**src/rtl/decode_opnds_seq_pkg.sv**
```systemverilog
// rtl/decode_opnds_seq_pkg.sv - shared encodings for the operand resolver
//
// Purpose: operand-kind and FSM state encodings used by decode_opnds_seq and its bench.
// Ports: none (package).
package decode_opnds_seq_pkg;

  typedef enum logic [1:0] {
    OPND_KIND_NONE = 2'd0,
    OPND_KIND_REG  = 2'd1,
    OPND_KIND_IMM  = 2'd2,
    OPND_KIND_MEM  = 2'd3
  } opnd_kind_e;

  typedef enum logic [2:0] {
    DOS_ST_IDLE  = 3'd0,
    DOS_ST_SEL   = 3'd1,
    DOS_ST_AGU   = 3'd2,
    DOS_ST_MATCH = 3'd3,
    DOS_ST_DONE  = 3'd4
  } dos_state_e;

  localparam int REG_COUNT = 8;
  localparam int SEL_W     = 3;

endpackage

```
**src/rtl/decode_opnds_seq_agu.sv**
```systemverilog
// rtl/decode_opnds_seq_agu.sv - effective address generator (base + index<<scale + disp)
//
// Purpose: combinational x86-style address generation, wrapping modulo 2^WIDTH.
// Ports:
//   base, index, disp  in  WIDTH  address terms
//   has_base/has_index in  1      0 forces the corresponding term to zero
//   scale              in  2      index shift amount
//   addr               out WIDTH  effective address
module decode_opnds_seq_agu #(
  parameter int WIDTH = 32
) (
  input  logic [WIDTH-1:0] base,
  input  logic             has_base,
  input  logic [WIDTH-1:0] index,
  input  logic             has_index,
  input  logic [1:0]       scale,
  input  logic [WIDTH-1:0] disp,
  output logic [WIDTH-1:0] addr
);

  logic [WIDTH-1:0] base_term;
  logic [WIDTH-1:0] index_term;

  assign base_term  = has_base  ? base : '0;
  assign index_term = has_index ? (index << scale) : '0;
  assign addr       = base_term + index_term + disp;

endmodule

```
**src/rtl/decode_opnds_seq.sv**
```systemverilog
// rtl/decode_opnds_seq.sv - sequential operand resolver between decode and execute
//
// Purpose: captures one instruction's operand descriptors, register snapshot and memory
// hints, then resolves operands one at a time (REG/IMM/NONE directly, MEM via address
// generation and a one-hint-per-cycle read-hint scan) and presents all results at once.
// Ports:
//   clk, rst_n                      clock, asynchronous active-low reset
//   in_valid / in_ready             descriptor bundle handshake (accept only when idle)
//   opnd_* , regs, hint_*           captured descriptor bundle
//   out_valid / out_ready           result handshake
//   opnd_r, opnd_addr, opnd_miss    per-operand value, effective address, read-hint miss
//   hint_used                       per-hint: satisfied at least one operand
module decode_opnds_seq
  import decode_opnds_seq_pkg::*;
#(
  parameter int NUM_OPNDS = 3,
  parameter int NUM_HINTS = 2,
  parameter int WIDTH     = 32
) (
  input  logic                           clk,
  input  logic                           rst_n,
  input  logic                           in_valid,
  output logic                           in_ready,
  input  logic [2*NUM_OPNDS-1:0]         opnd_kind,
  input  logic [SEL_W*NUM_OPNDS-1:0]     opnd_regsel,
  input  logic [SEL_W*NUM_OPNDS-1:0]     opnd_base_sel,
  input  logic [NUM_OPNDS-1:0]           opnd_has_base,
  input  logic [SEL_W*NUM_OPNDS-1:0]     opnd_index_sel,
  input  logic [NUM_OPNDS-1:0]           opnd_has_index,
  input  logic [2*NUM_OPNDS-1:0]         opnd_scale,
  input  logic [WIDTH*NUM_OPNDS-1:0]     opnd_disp,
  input  logic [WIDTH*NUM_OPNDS-1:0]     opnd_imm,
  input  logic [REG_COUNT*WIDTH-1:0]     regs,
  input  logic [NUM_HINTS-1:0]           hint_is_write,
  input  logic [WIDTH*NUM_HINTS-1:0]     hint_address,
  input  logic [WIDTH*NUM_HINTS-1:0]     hint_data,
  output logic                           out_valid,
  input  logic                           out_ready,
  output logic [WIDTH*NUM_OPNDS-1:0]     opnd_r,
  output logic [WIDTH*NUM_OPNDS-1:0]     opnd_addr,
  output logic [NUM_OPNDS-1:0]           opnd_miss,
  output logic [NUM_HINTS-1:0]           hint_used
);

  localparam int IDX_W  = $clog2(NUM_OPNDS + 1);
  localparam int HIDX_W = (NUM_HINTS > 1) ? $clog2(NUM_HINTS) : 1;
  localparam logic [IDX_W-1:0]  END_IDX   = IDX_W'(NUM_OPNDS);
  localparam logic [HIDX_W-1:0] LAST_HINT = HIDX_W'(NUM_HINTS - 1);

  dos_state_e                       state_q, state_d;
  logic [IDX_W-1:0]                 opnd_idx_q, opnd_idx_d;
  logic [HIDX_W-1:0]                hint_idx_q, hint_idx_d;
  logic [2*NUM_OPNDS-1:0]           kind_q, kind_d;
  logic [SEL_W*NUM_OPNDS-1:0]       regsel_q, regsel_d;
  logic [SEL_W*NUM_OPNDS-1:0]       base_sel_q, base_sel_d;
  logic [NUM_OPNDS-1:0]             has_base_q, has_base_d;
  logic [SEL_W*NUM_OPNDS-1:0]       index_sel_q, index_sel_d;
  logic [NUM_OPNDS-1:0]             has_index_q, has_index_d;
  logic [2*NUM_OPNDS-1:0]           scale_q, scale_d;
  logic [WIDTH*NUM_OPNDS-1:0]       disp_q, disp_d;
  logic [WIDTH*NUM_OPNDS-1:0]       imm_q, imm_d;
  logic [REG_COUNT*WIDTH-1:0]       regs_q, regs_d;
  logic [NUM_HINTS-1:0]             hint_wr_q, hint_wr_d;
  logic [WIDTH*NUM_HINTS-1:0]       hint_addr_q, hint_addr_d;
  logic [WIDTH*NUM_HINTS-1:0]       hint_data_q, hint_data_d;
  logic [WIDTH*NUM_OPNDS-1:0]       res_q, res_d;
  logic [WIDTH*NUM_OPNDS-1:0]       addr_q, addr_d;
  logic [NUM_OPNDS-1:0]             miss_q, miss_d;
  logic [NUM_HINTS-1:0]             used_q, used_d;

  // The SEL pass for a MEM operand is skipped: the state entered for an operand is
  // chosen from its kind when the previous one finishes. Past the last operand SEL is
  // entered once more and spends the single cycle that leads into DONE.
  function automatic dos_state_e entry_state(input logic [2*NUM_OPNDS-1:0] kinds,
                                             input int idx);
    if (idx >= NUM_OPNDS) return DOS_ST_SEL;
    if (kinds[idx*2 +: 2] == OPND_KIND_MEM) return DOS_ST_AGU;
    return DOS_ST_SEL;
  endfunction

  // Clamp keeps every indexed part-select in range while the end marker is held.
  int               cur_i;
  int               hint_i;
  opnd_kind_e       cur_kind;
  logic [WIDTH-1:0] cur_reg, base_val, index_val, agu_addr, cur_addr;
  logic [WIDTH-1:0] h_addr, h_data;
  logic             h_hit;
  dos_state_e       adv_state;
  logic [IDX_W-1:0] adv_idx;

  assign cur_i     = (opnd_idx_q < END_IDX) ? int'(opnd_idx_q) : 0;
  assign hint_i    = int'(hint_idx_q);
  assign cur_kind  = opnd_kind_e'(kind_q[cur_i*2 +: 2]);
  assign cur_reg   = regs_q[int'(regsel_q[cur_i*SEL_W +: SEL_W])*WIDTH +: WIDTH];
  assign base_val  = regs_q[int'(base_sel_q[cur_i*SEL_W +: SEL_W])*WIDTH +: WIDTH];
  assign index_val = regs_q[int'(index_sel_q[cur_i*SEL_W +: SEL_W])*WIDTH +: WIDTH];
  assign cur_addr  = addr_q[cur_i*WIDTH +: WIDTH];
  assign h_addr    = hint_addr_q[hint_i*WIDTH +: WIDTH];
  assign h_data    = hint_data_q[hint_i*WIDTH +: WIDTH];
  assign h_hit     = !hint_wr_q[hint_i] && (h_addr == cur_addr);
  assign adv_idx   = opnd_idx_q + 1'b1;
  assign adv_state = entry_state(kind_q, cur_i + 1);

  decode_opnds_seq_agu #(.WIDTH(WIDTH)) u_agu (
    .base      (base_val),
    .has_base  (has_base_q[cur_i]),
    .index     (index_val),
    .has_index (has_index_q[cur_i]),
    .scale     (scale_q[cur_i*2 +: 2]),
    .disp      (disp_q[cur_i*WIDTH +: WIDTH]),
    .addr      (agu_addr)
  );

  always_comb begin
    state_d     = state_q;
    opnd_idx_d  = opnd_idx_q;
    hint_idx_d  = hint_idx_q;
    kind_d      = kind_q;
    regsel_d    = regsel_q;
    base_sel_d  = base_sel_q;
    has_base_d  = has_base_q;
    index_sel_d = index_sel_q;
    has_index_d = has_index_q;
    scale_d     = scale_q;
    disp_d      = disp_q;
    imm_d       = imm_q;
    regs_d      = regs_q;
    hint_wr_d   = hint_wr_q;
    hint_addr_d = hint_addr_q;
    hint_data_d = hint_data_q;
    res_d       = res_q;
    addr_d      = addr_q;
    miss_d      = miss_q;
    used_d      = used_q;

    unique case (state_q)
      DOS_ST_IDLE: begin
        if (in_valid) begin
          kind_d      = opnd_kind;
          regsel_d    = opnd_regsel;
          base_sel_d  = opnd_base_sel;
          has_base_d  = opnd_has_base;
          index_sel_d = opnd_index_sel;
          has_index_d = opnd_has_index;
          scale_d     = opnd_scale;
          disp_d      = opnd_disp;
          imm_d       = opnd_imm;
          regs_d      = regs;
          hint_wr_d   = hint_is_write;
          hint_addr_d = hint_address;
          hint_data_d = hint_data;
          res_d       = '0;
          addr_d      = '0;
          miss_d      = '0;
          used_d      = '0;
          opnd_idx_d  = '0;
          hint_idx_d  = '0;
          state_d     = entry_state(opnd_kind, 0);
        end
      end
      DOS_ST_SEL: begin
        if (opnd_idx_q == END_IDX) begin
          state_d = DOS_ST_DONE;
        end else begin
          opnd_idx_d = adv_idx;
          state_d    = adv_state;
          unique case (cur_kind)
            OPND_KIND_REG:  res_d[cur_i*WIDTH +: WIDTH] = cur_reg;
            OPND_KIND_IMM:  res_d[cur_i*WIDTH +: WIDTH] = imm_q[cur_i*WIDTH +: WIDTH];
            OPND_KIND_MEM: begin
              opnd_idx_d = opnd_idx_q;
              state_d    = DOS_ST_AGU;
            end
            default:        res_d[cur_i*WIDTH +: WIDTH] = '0;
          endcase
        end
      end
      DOS_ST_AGU: begin
        addr_d[cur_i*WIDTH +: WIDTH] = agu_addr;
        hint_idx_d = '0;
        state_d    = DOS_ST_MATCH;
      end
      DOS_ST_MATCH: begin
        if (h_hit) begin
          res_d[cur_i*WIDTH +: WIDTH] = h_data;
          used_d[hint_i] = 1'b1;
          opnd_idx_d     = adv_idx;
          state_d        = adv_state;
        end else if (hint_idx_q == LAST_HINT) begin
          res_d[cur_i*WIDTH +: WIDTH] = '0;
          miss_d[cur_i] = 1'b1;
          opnd_idx_d    = adv_idx;
          state_d       = adv_state;
        end else begin
          hint_idx_d = hint_idx_q + 1'b1;
        end
      end
      DOS_ST_DONE: begin
        if (out_ready) state_d = DOS_ST_IDLE;
      end
      default: state_d = DOS_ST_IDLE;
    endcase
  end

  always_ff @(posedge clk or negedge rst_n) begin
    if (!rst_n) begin
      state_q     <= DOS_ST_IDLE;
      opnd_idx_q  <= '0;
      hint_idx_q  <= '0;
      kind_q      <= '0;
      regsel_q    <= '0;
      base_sel_q  <= '0;
      has_base_q  <= '0;
      index_sel_q <= '0;
      has_index_q <= '0;
      scale_q     <= '0;
      disp_q      <= '0;
      imm_q       <= '0;
      regs_q      <= '0;
      hint_wr_q   <= '0;
      hint_addr_q <= '0;
      hint_data_q <= '0;
      res_q       <= '0;
      addr_q      <= '0;
      miss_q      <= '0;
      used_q      <= '0;
    end else begin
      state_q     <= state_d;
      opnd_idx_q  <= opnd_idx_d;
      hint_idx_q  <= hint_idx_d;
      kind_q      <= kind_d;
      regsel_q    <= regsel_d;
      base_sel_q  <= base_sel_d;
      has_base_q  <= has_base_d;
      index_sel_q <= index_sel_d;
      has_index_q <= has_index_d;
      scale_q     <= scale_d;
      disp_q      <= disp_d;
      imm_q       <= imm_d;
      regs_q      <= regs_d;
      hint_wr_q   <= hint_wr_d;
      hint_addr_q <= hint_addr_d;
      hint_data_q <= hint_data_d;
      res_q       <= res_d;
      addr_q      <= addr_d;
      miss_q      <= miss_d;
      used_q      <= used_d;
    end
  end

  assign in_ready  = (state_q == DOS_ST_IDLE);
  assign out_valid = (state_q == DOS_ST_DONE);
  assign opnd_r    = res_q;
  assign opnd_addr = addr_q;
  assign opnd_miss = miss_q;
  assign hint_used = used_q;

endmodule
```
**config.mk**
```make
export PLATFORM = sky130hd
export DESIGN_NAME = decode_opnds_seq
export DESIGN_NICKNAME = d
export VERILOG_FILES = /design/src/rtl/decode_opnds_seq_pkg.sv /design/src/rtl/decode_opnds_seq_agu.sv /design/src/rtl/decode_opnds_seq.sv
export SDC_FILE = /design/constraint.sdc
export NUM_CORES = 2
export LEC_CHECK = 0
export CORE_AREA = 2 2 326 328
export CTS_CLUSTER_DIAMETER = 40
export DETAILED_ROUTE_END_ITERATION = 16
export DIE_AREA = 0 0 328 330
export PLACE_DENSITY = 0.71
export SLEW_MARGIN = 15
export SYNTH_ARGS = -nofsm -noshare
export SYNTH_HDL_FRONTEND = slang
export SYNTH_HIERARCHICAL = 1
export SYNTH_SLANG_ARGS = --single-unit
```
**constraint.sdc**
```tcl
create_clock -name clk -period 14.85 [get_ports clk]
set_input_delay 2.2275 -clock clk [delete_from_list [all_inputs] [get_ports clk]]
set_output_delay 2.2275 -clock clk [all_outputs]
set_load 0.02 [all_outputs]
```
==> flow_summary.json <==
{
  "status": "completed",
  "cts-root-buf": "clkbuf_16",
  "numCtsBuffers": 134,
  "dr_wl_met3_um": 26200,
  "drive_gt1_frac": 0.0631,
  "worstHoldPathCells": 2,
  "clk_path_buf_depth": 3,
  "wirelength_um": 222000,
  "layout_commonest_cell": "nand2_1",
  "grt_pass1_vias": 46838,
  "setup_viol": 0,
  "worstMarginPinSlew_ns": 1.37,
  "slew_headroom": 0.0853,
  "r2r_start": "opnd_idx_q[1]$_DFFE_PN0P_",
  "maxSlewViolCount": 0,
  "post_cts_buffers": 0,
  "min_to": "hint_data_q[8]$_DFFE_PN0P_",
  "syn_area_um2": 48500,
  "ys_types": 101,
  "yosys_most_used_dff": "dfrtp_1",
  "cts.clk_slew.worst_paths_ns": 0.05,
  "dp_hpwl_um": 164000,
  "nNetsFinal": 7457,
  "floorplan.initialDensity": 0.463,
  "die_y_um": 330,
  "cp-start-kind": "flip-flop",
  "grt_max_degree": 221,
  "tns_ns": 0,
  "insertion_delay_ns": 0.75,
  "drc": 0,
  "reg2reg_depth": 23,
  "postSynthAreaPerCell_um2": 7.86,
  "wl_met2_um": 93300,
  "place.gp.congestion": 0.986,
  "htreeDepth": 4,
  "min_from": "hint_data_q[8]$_DFFE_PN0P_",
  "design.core.area_um2": 105000,
  "r2r_end": "opnd_addr[93]$_DFFE_PN0P_",
  "worstPathRequired_ns": 15.47,
  "crit_type": "flip-flop to flip-flop",
  "period_needed_ns": 8.15,
  "wire_per_inst_um": 26.8,
  "hp-class": "flip-flop to flip-flop",
  "portBuffers": 825,
  "drt_iter0_drc": 6803,
  "r2r_slack_ns": 6.70,
  "ant_nets": 0,
  "synth_seq_cells": 826,
  "syn-num-nets": 6864,
  "synthCells": 6167,
  "die_area_um2": 108000,
  "num_rows": 119,
  "grt_util_all_layers": 0.401,
  "via_count": 49729,
  "skew_ns": 0.0359,
  "fmax_mhz": 123,
  "met1_length_um": 89000,
  "clock-sinks": 826,
  "synth_edf_count": 0,
  "pin_count": 826,
  "holdBufCountCts": 0,
  "crit_path_max_fanout": 70,
  "cts_resized": 0,
  "end_kind": "flip-flop",
  "ys_seq_area_frac": 0.427,
  "cts_tree": "yes",
  "yosysWarnings": 6,
  "vias_per_cell": 6.02,
  "hold_viol_final": 0,
  "area_growth_pct": 28.3,
  "dr.max_layer_used": "met5",
  "layout.cells.most_common_list": "nand2_1 (2756), dfrtp_1 (824), clkdlybuf4s50_1 (824)",
  "overflow": 0,
  "antenna_found_initial": 13,
  "drv_cap": 0,
  "final.period_utilization": 0.549,
  "grt_pass1_wl_um": 320000,
  "fp.dieW_um": 328,
  "async_reset_ff_frac": 1.00,
  "grt_setup_unrepaired": "false",
  "drt-pass1-iter-count": 7,
  "cp.arrival_ns": 8.77
}
-- layer usage --
metal  GRT usage  vias to the layer above
met4       0.207                       10
met5           0                        -
li1            -                    22011
met3       0.114                      549
met2       0.579                     3081
met1       0.547                    24078
-- flip-flops by register name, summed over array words and instances, names as in the netlist, 6 cells and up --
| name | flops |
|---|---|
| regs_q | 256 |
| disp_q | 96 |
| imm_q | 96 |
| opnd_addr | 96 |
| opnd_r | 96 |
| hint_addr_q | 64 |
| hint_data_q | 64 |
| base_sel_q | 9 |
| index_sel_q | 9 |
| regsel_q | 9 |
| kind_q | 6 |
| scale_q | 6 |
-- cell families after synthesis --
| logic type | Yosys count | synth area share |
|---|---|---|
| simple gates | 3451 | 0.286 |
| flops | 826 | 0.427 |
| mux | 282 | 0.0667 |
| xor+xnor | 51 | 0.00922 |
| buf+inv | 488 | 0.0421 |
| compound gates | 999 | 0.147 |
| fa+ha+maj | 70 | 0.0230 |
-- worst max-delay path by stage --
stage	start	to	slack (ns)	depth (start not counted)
floorplan	opnd_idx_q[0]$_DFFE_PN0P_	opnd_addr[19]$_DFFE_PN0P_	8.56	28
global placement	opnd_idx_q[1]$_DFFE_PN0P_	opnd_addr[29]$_DFFE_PN0P_	6.93	23
detailed placement	opnd_idx_q[1]$_DFFE_PN0P_	opnd_addr[29]$_DFFE_PN0P_	6.83	23
CTS	opnd_idx_q[1]$_DFFE_PN0P_	opnd_addr[29]$_DFFE_PN0P_	6.80	23
global route	opnd_idx_q[1]$_DFFE_PN0P_	opnd_addr[93]$_DFFE_PN0P_	6.29	23
finish	opnd_idx_q[1]$_DFFE_PN0P_	opnd_addr[93]$_DFFE_PN0P_	6.70	23
-- metrics by stage --
stage	cell area, µm²	utilization	hold slack (ns)	setup WS [ns]	instances
after global routing	62200	0.594	0.488	6.29	8260
after detailed placement	57500	0.549	0.462	6.83	8015
after CTS	62200	0.594	0.474	6.80	8257
after global placement	57500	0.549	0.456	6.93	8015
after floorplan	48500	-	0.440	8.56	6167
final	62200	0.594	0.470	6.70	8260
-- worst max-delay path, cell delays in order, from the launching register on --
cell	delay, ns
dfrtp_1	0.44
inv_1	0.15
ha_4	0.72
nor2b_4	0.28
buf_4	0.60
a21o_2	0.65
buf_4	0.74
nand2_1	0.12
nand3_1	0.12
nand2_1	0.05
o21ai_0	0.56
mux2i_1	0.18
nor3b_1	0.31
fa_1	0.48
ha_1	0.25
fa_1	0.49
a211o_1	0.35
a211oi_1	0.41
o31ai_1	0.21
o21ai_1	0.29
a21oi_1	0.11
o22ai_1	0.15
xnor2_1	0.13
a22o_1	0.22
-- synthesized netlist by cell type (28+ instances only) --
library cell,instances,area [µm²]
ha_1,38,475
and2_1,63,394
clkbuf_1,346,1300
a21oi_1,165,826
o21ai_0,246,1230
inv_1,38,143
a32o_1,36,360
buf_2,39,195
a21o_1,32,240
mux4_2,28,631
mux2i_1,230,2300
fa_1,32,641
nor2_1,157,589
nand2_1,2758,10400
buf_1,35,131
a22o_1,144,1260
o211ai_1,34,255
dfrtp_1,826,20700
o31ai_1,28,210
nand3_1,362,1810
xnor2_1,33,289
-- cell type report --
cell class / count / area [µm²]
multi-input combinational: 4853 / 26000
timing repair buffer: 906 / 8900
sequential: 826 / 20700
fill: 9455 / 42500
inverter: 39 / 146
antenna: 3 / 7.51
tap: 1391 / 1740
clock buffer: 171 / 3810
clock inverter: 71 / 881
Power is left out: the tool's default activity adds up to more than one toggle a clock period on the data nets, which glitch-free logic cannot reach.
